File: config.mk
export PLATFORM = sky130hd
export DESIGN_NAME = ahb3lite_sim_console
export DESIGN_NICKNAME = d
export VERILOG_FILES = /design/src/rtl/ahb3lite_sim_console.sv
export SDC_FILE = /design/constraint.sdc
export NUM_CORES = 1
export LEC_CHECK = 0
export CORE_MARGIN = 2
export CORE_UTILIZATION = 50
export DETAILED_ROUTE_END_ITERATION = 10
export GPL_TIMING_DRIVEN = 0
export PLACE_DENSITY = 0.73
export SYNTH_ARGS = -nofsm -noshare
export SYNTH_HDL_FRONTEND = slang
export SYNTH_SLANG_ARGS = --single-unit
File: constraint.sdc
create_clock -name HCLK -period 3 [get_ports HCLK]
set_clock_uncertainty 0.1 [all_clocks]
set_input_delay 0.6 -clock HCLK [delete_from_list [all_inputs] [get_ports HCLK]]
set_output_delay 0.6 -clock HCLK [all_outputs]
set_load 0.05 [all_outputs]
File: src/rtl/ahb3lite_sim_console.sv
// ahb3lite_sim_console
//   Multi-channel AHB3-Lite simulation console. Each of CHANNELS channels owns
//   a DEPTH-entry byte TX FIFO plus STATUS, CTRL and DROPCNT registers, and is
//   drained through its own valid/ready byte port.
//   Register offsets (HADDR[3:2]): 0 TXDATA (WO), 1 STATUS (RO),
//   2 CTRL (RW: bit0 enable, bit1 block), 3 DROPCNT (RO, write clears).
//   Channel index is HADDR[CB+3:4]; an index >= CHANNELS answers with a
//   two-cycle ERROR response.
// Ports
//   HCLK, HRESETn              clock, synchronous active-low reset
//   HSEL .. HRESP              AHB3-Lite slave port (HSIZE/HBURST/HPROT ignored)
//   out_valid/out_data/ready   per-channel byte stream, channel c at [8c+7:8c]
module ahb3lite_sim_console #(
  parameter int HADDR_SIZE  = 32,
  parameter int HDATA_SIZE  = 32,
  parameter int CHANNELS    = 2,
  parameter int DEPTH       = 16,
  parameter bit RESET_BLOCK = 1'b0
) (
  input  logic                  HCLK,
  input  logic                  HRESETn,
  input  logic                  HSEL,
  input  logic [HADDR_SIZE-1:0] HADDR,
  input  logic [HDATA_SIZE-1:0] HWDATA,
  output logic [HDATA_SIZE-1:0] HRDATA,
  input  logic                  HWRITE,
  input  logic [2:0]            HSIZE,
  input  logic [2:0]            HBURST,
  input  logic [3:0]            HPROT,
  input  logic [1:0]            HTRANS,
  input  logic                  HREADY,
  output logic                  HREADYOUT,
  output logic                  HRESP,
  output logic [CHANNELS-1:0]   out_valid,
  output logic [8*CHANNELS-1:0] out_data,
  input  logic [CHANNELS-1:0]   out_ready
);
  localparam int CB = (CHANNELS > 1) ? $clog2(CHANNELS) : 1;
  localparam int AW = $clog2(DEPTH);
  localparam int LW = AW + 1;

  // ST_XFER covers both a zero-wait data phase and a blocked TXDATA stall;
  // the stall is decided combinationally from the current full flag.
  typedef enum logic [1:0] {ST_IDLE, ST_XFER, ST_ERR1, ST_ERR2} state_t;
  state_t r_state, w_state_nxt;

  logic          r_write;
  logic [CB-1:0] r_chan;
  logic [1:0]    r_off;

  logic [7:0]          r_mem   [CHANNELS][DEPTH];
  logic [AW-1:0]       r_wp    [CHANNELS];
  logic [AW-1:0]       r_rp    [CHANNELS];
  logic [LW-1:0]       r_level [CHANNELS];
  logic [15:0]         r_drop  [CHANNELS];
  logic [CHANNELS-1:0] r_en, r_blk;

  logic [CB-1:0]       w_chan;
  logic                w_chan_err, w_accept, w_done, w_addr_ld, w_stall;
  logic [CHANNELS-1:0] w_full, w_empty, w_hit, w_push, w_pop, w_drop;
  logic [CHANNELS-1:0] w_hold, w_ctrl_wr, w_drop_clr;
  logic [31:0]         w_rd32;
  logic                w_unused;

  assign w_unused   = &{1'b0, HSIZE, HBURST, HPROT, HTRANS[0], HADDR, HWDATA};
  assign w_chan     = HADDR[CB+3:4];
  assign w_chan_err = (int'(w_chan) >= CHANNELS);
  assign w_accept   = HSEL & HREADY & HTRANS[1];
  assign w_addr_ld  = w_done & w_accept;
  assign out_valid  = r_en & ~w_empty;
  assign w_pop      = out_valid & out_ready;

  // Per-channel data-phase decode. Full is taken from the registered level,
  // i.e. before any pop in the same cycle.
  always_comb begin
    w_full     = '0;
    w_empty    = '0;
    w_hit      = '0;
    w_push     = '0;
    w_drop     = '0;
    w_hold     = '0;
    w_ctrl_wr  = '0;
    w_drop_clr = '0;
    out_data   = '0;
    for (int unsigned c = 0; c < CHANNELS; c++) begin
      w_full[c]     = (r_level[c] == LW'(DEPTH));
      w_empty[c]    = (r_level[c] == '0);
      w_hit[c]      = (r_state == ST_XFER) && r_write && (r_chan == CB'(c));
      w_push[c]     = w_hit[c] && (r_off == 2'd0) && !w_full[c];
      w_drop[c]     = w_hit[c] && (r_off == 2'd0) && w_full[c] && !r_blk[c];
      w_hold[c]     = w_hit[c] && (r_off == 2'd0) && w_full[c] && r_blk[c];
      w_ctrl_wr[c]  = w_hit[c] && (r_off == 2'd2);
      w_drop_clr[c] = w_hit[c] && (r_off == 2'd3);
      out_data[8*c +: 8] = r_mem[c][r_rp[c]];
    end
  end

  assign w_stall = |w_hold;

  always_comb begin
    w_rd32 = '0;
    for (int unsigned c = 0; c < CHANNELS; c++) begin
      if (r_chan == CB'(c)) begin
        case (r_off)
          2'd1:    w_rd32 = {8'h00, 8'(r_level[c]), 14'h0, w_full[c], w_empty[c]};
          2'd2:    w_rd32 = {30'h0, r_blk[c], r_en[c]};
          2'd3:    w_rd32 = {16'h0, r_drop[c]};
          default: w_rd32 = '0;
        endcase
      end
    end
    HRDATA = '0;
    if (r_state == ST_XFER && !r_write) HRDATA[31:0] = w_rd32;
  end

  always_comb begin
    w_state_nxt = r_state;
    w_done      = 1'b1;
    HRESP       = 1'b0;
    case (r_state)
      ST_XFER: w_done = !w_stall;
      ST_ERR1: begin
        w_done      = 1'b0;
        HRESP       = 1'b1;
        w_state_nxt = ST_ERR2;
      end
      ST_ERR2: HRESP = 1'b1;
      default: ;
    endcase
    if (w_done) begin
      if (w_accept) w_state_nxt = w_chan_err ? ST_ERR1 : ST_XFER;
      else          w_state_nxt = ST_IDLE;
    end
    HREADYOUT = w_done;
  end

  always_ff @(posedge HCLK) begin
    if (!HRESETn) begin
      r_state <= ST_IDLE;
      r_write <= 1'b0;
      r_chan  <= '0;
      r_off   <= '0;
      r_en    <= '1;
      r_blk   <= {CHANNELS{RESET_BLOCK}};
      for (int unsigned c = 0; c < CHANNELS; c++) begin
        r_wp[c]    <= '0;
        r_rp[c]    <= '0;
        r_level[c] <= '0;
        r_drop[c]  <= '0;
      end
    end else begin
      r_state <= w_state_nxt;
      if (w_addr_ld) begin
        r_write <= HWRITE;
        r_chan  <= w_chan;
        r_off   <= HADDR[3:2];
      end
      for (int unsigned c = 0; c < CHANNELS; c++) begin
        if (w_push[c]) r_wp[c] <= r_wp[c] + AW'(1);
        if (w_pop[c])  r_rp[c] <= r_rp[c] + AW'(1);
        if (w_push[c] && !w_pop[c])      r_level[c] <= r_level[c] + LW'(1);
        else if (!w_push[c] && w_pop[c]) r_level[c] <= r_level[c] - LW'(1);
        if (w_ctrl_wr[c]) begin
          r_en[c]  <= HWDATA[0];
          r_blk[c] <= HWDATA[1];
        end
        if (w_drop_clr[c])                              r_drop[c] <= '0;
        else if (w_drop[c] && (r_drop[c] != 16'hFFFF)) r_drop[c] <= r_drop[c] + 16'd1;
      end
    end
  end

  always_ff @(posedge HCLK) begin
    for (int unsigned c = 0; c < CHANNELS; c++) begin
      if (w_push[c]) r_mem[c][r_wp[c]] <= HWDATA[7:0];
    end
  end

endmodule

==> summary.txt <==
Outcome
  – Run status: finished with violations
  – Failing checks: setup timing

Worst hold path
  – Worst Hold Class: flip-flop to flip-flop
  – WHS Path Cells: 2

Place
  – Dpl ws: -0.6862 ns
  – PortBufs: 59
  – DP HPWL: 19.13 mm
  – Dpl cells: 1312
  – RePlAce Congestion: 0.8415

STA
  – Final Hold Viols: 0
  – Slew @ Worst Pin: 1.316 ns
  – Pins Over Slew Limit: 0
  – Final setup viols: 17
  – Tmin final: 3.165 ns
  – FMAX: 316.0 MHz
  – Rel. slew slack: 11.96%
  – Worst Hold Slack: 0.4571 ns
  – Tcrit/Tclk final: 105.5%
  – Slack of the critical path: -0.1649 ns
  – RSZ-0062 raised after global routing: true

Critical path
  – CP Data Arrival Time: 2.46 ns
  – Crit path largest cell delay: 0.49 ns
  – CP endpoint kind: output port
  – Worst-path maximum fanout: 4
  – Setup CP Type: flip-flop to output port
  – R2R cell count: 11
  – Req. time, crit path: 2.30 ns
  – Worst setup SP type: flip-flop
  – Crit-path cells: inv_2, ha_4, or4b_4, nor3b_4, a21oi_2, a2111oi_4, buf_6
  – Highest-delay cell along the critical path: or4b_4

Floorplanning
  – Core Rows: 61
  – # IOs: 135
  – Core area: 27930 µm²
  – Die Y: 173.0 µm
  – Die area: 29940 µm²
  – Starting Density: 51.13%
  – Width of the die: 173.0 µm

Final layout
  – Core Util, Final: 61.06%
  – Final #Nets: 1102
  – Seq. cell area: 9629 µm²
  – Synthesis-to-finish area growth: 19.41%
  – Share of cells above drive strength 1: 26.91%
  – Fill cell count: 2086
  – Layout Cells excl Fill: 1400
  – Most frequent cells in the layout: 314 x edfxtp_1, 84 x nor2_1, 73 x mux4_2
  – Most common cell after layout, fill and taps aside: edfxtp_1
  – Number of diodes: 0
  – Footprint of the multi-input gates: 4563 µm²

Power
  – Total power: 0.01163 W
  – Power per cell area: 681.9 nW/µm²
  – Worst VDD drop: 0.3339 mV
  – Pleak: 5.771 nW

Global route
  – Initial antenna violation count: 0
  – Vias in the first global route: 8096
  – Total track usage: 20.25%
  – Largest net degree at the start of global routing: 35
  – Global-route wire length before repair: 46.80 mm
  – Total grt overflow: 0

Route
  – # DRC: 0
  – Vias per inst: 5.671
  – Detail Route Antenna Nets: 0
  – Vias: 7939
  – Drt initial violations: 627
  – DR WL/cell: 21.71 µm
  – Post-Route WL: 30.39 mm
  – Router iterations before antenna repair: 5

Synthesis
  – Post-synth EDFFs: 314
  – Mapped Cells: 863
  – Synth area leader: edfxtp_1
  – Sequential fraction of the synthesis area: 67.41%
  – Top cell type's share of synthesized area: 66.01%
  – Asr flop ratio synth: 0%
  – Register bit total from synthesis: 324
  – Synth Warn #: 0
  – Distinct cells, synth: 62
  – Most used flip-flop cell after synthesis: edfxtp_1
  – Synth area leaders: edfxtp_1 66%, mux4_2 12%, mux2i_1 2.6%
  – Syn_area_per_cell: 16.55 µm²
  – Post-Synthesis Cell Area: 14280 µm²

Clocking
  – Total CTS buffers: 34
  – Clock sinks: 324
  – TritonCTS clock tree: yes
  – Clk_lat worst skew: 0.51 ns
  – CTS root buf: clkbuf_16
  – Worst-path clk slew: 0.06 ns
  – Clock buffer depth: 3
  – H-tree levels: 2

Flow run
  – Max_cap viols: 0
## layout make-up
class                      count  share of cell area, %
tap                          378                  2.773
timing repair buffer          93                  5.142
clock inverter                17                  1.115
buffer                        45                  2.157
sequential                   324                  56.46
multi-input combinational    481                  26.75
inverter                      21                 0.4621
clock buffer                  41                  5.142
## synthesized netlist by cell type, types with 2 or more instances
cell type and count:
buf_2 12, a22oi_1 2, clkbuf_1 18, buf_4 13, o21ai_0 8, buf_1 2
mux2_2 2, a211oi_1 9, nor4b_2 2, buf_6 2, a21oi_1 20, and4_1 2
nor2b_1 18, inv_1 21, and2_1 29, nor2_1 85, o211ai_1 4, edfxtp_1 314
nor3_1 6, nor3b_1 3, a31oi_1 2, ha_1 18, or3_1 2, nor4_2 2
and3_1 19, dfxtp_1 10, mux2i_1 37, a21o_1 3, xnor2_1 17, nand3_1 27
a21boi_1 2, nand2_1 26, nand4b_1 2, xor2_1 20, mux4_2 73, o21ai_1 2
nand4_1 4
## routing by layer
metal / GRT usage, % / up-vias / part of all wire, %
met5: 0 / - / 0
met4: 5.049 / 0 / 1.9
met3: 3.034 / 49 / 5.4
met2: 34.28 / 242 / 50
met1: 27.86 / 4043 / 43
li1: - / 3605 / -
## worst max-delay path: cells and delay by family, from the launching register on
kind	cells	cell delay [ns]
adder cells (fa/ha/maj)	1	0.13
flip-flops	1	0.43
AO/OA/AOI/OAI	2	0.40
AND/OR/NAND/NOR	2	0.69
buffers and inverters	2	0.32
## what timing repair did
item,CTS,global route
hold buffers,0,0
gates resized for setup,236,50
gates cloned,1,3
hold endpoints to repair,0,0
pin swaps,7,9
setup endpoints to repair,41,44
buffers inserted,21,7
## registers in the layout (all words and copies together) (netlist names)
name / count
r_level: 10
r_wp: 8
r_blk: 2
r_drop: 32
r_mem: 256
r_off: 2
r_en: 2
r_chan: 1
r_rp: 8
r_state: 2
r_write: 1
## final timing paths
kind | start | slack (ns) | endpoint
worst max-delay path | r_level[1][1] | -0.16 | HRDATA[0]
worst min-delay path | r_en[1] | 0.46 | r_en[1]
worst max register to register | r_level[0][1] | 0.12 | r_level[0][4]
worst min register to register | r_en[1] | 0.46 | r_en[1]
## report_power, final
group | total (W) | internal [W] | switching (W)
Sequential | 0.00515 | 0.00506 | 0.0000856
Clock | 0.00406 | 0.00236 | 0.00170
Combinational | 0.00242 | 0.00108 | 0.00134
Total | 0.0116 | 0.00851 | 0.00312
## cells by family after synthesis
family          count (synthesis)  share of synthesized area (%)
compound gates                 61                          2.786
xor+xnor                       38                          2.383
fa+ha+maj                      19                          1.717
buf+inv                        68                          2.339
flops                         324                          67.41
mux                           112                          14.26
other cells                     1                        0.02625
simple gates                  240                          9.075
## metrics by stage
stage | cell area [µm²] | TNS, ns
after floorplan | 14340 | 0
after global placement | 15400 | -23.63
after detailed placement | 15430 | -14.76
after CTS | 16920 | -2.248
after global routing | 17060 | -3.395
final | 17060 | -2.142
Note: power is estimated with default switching activity, not from simulation.
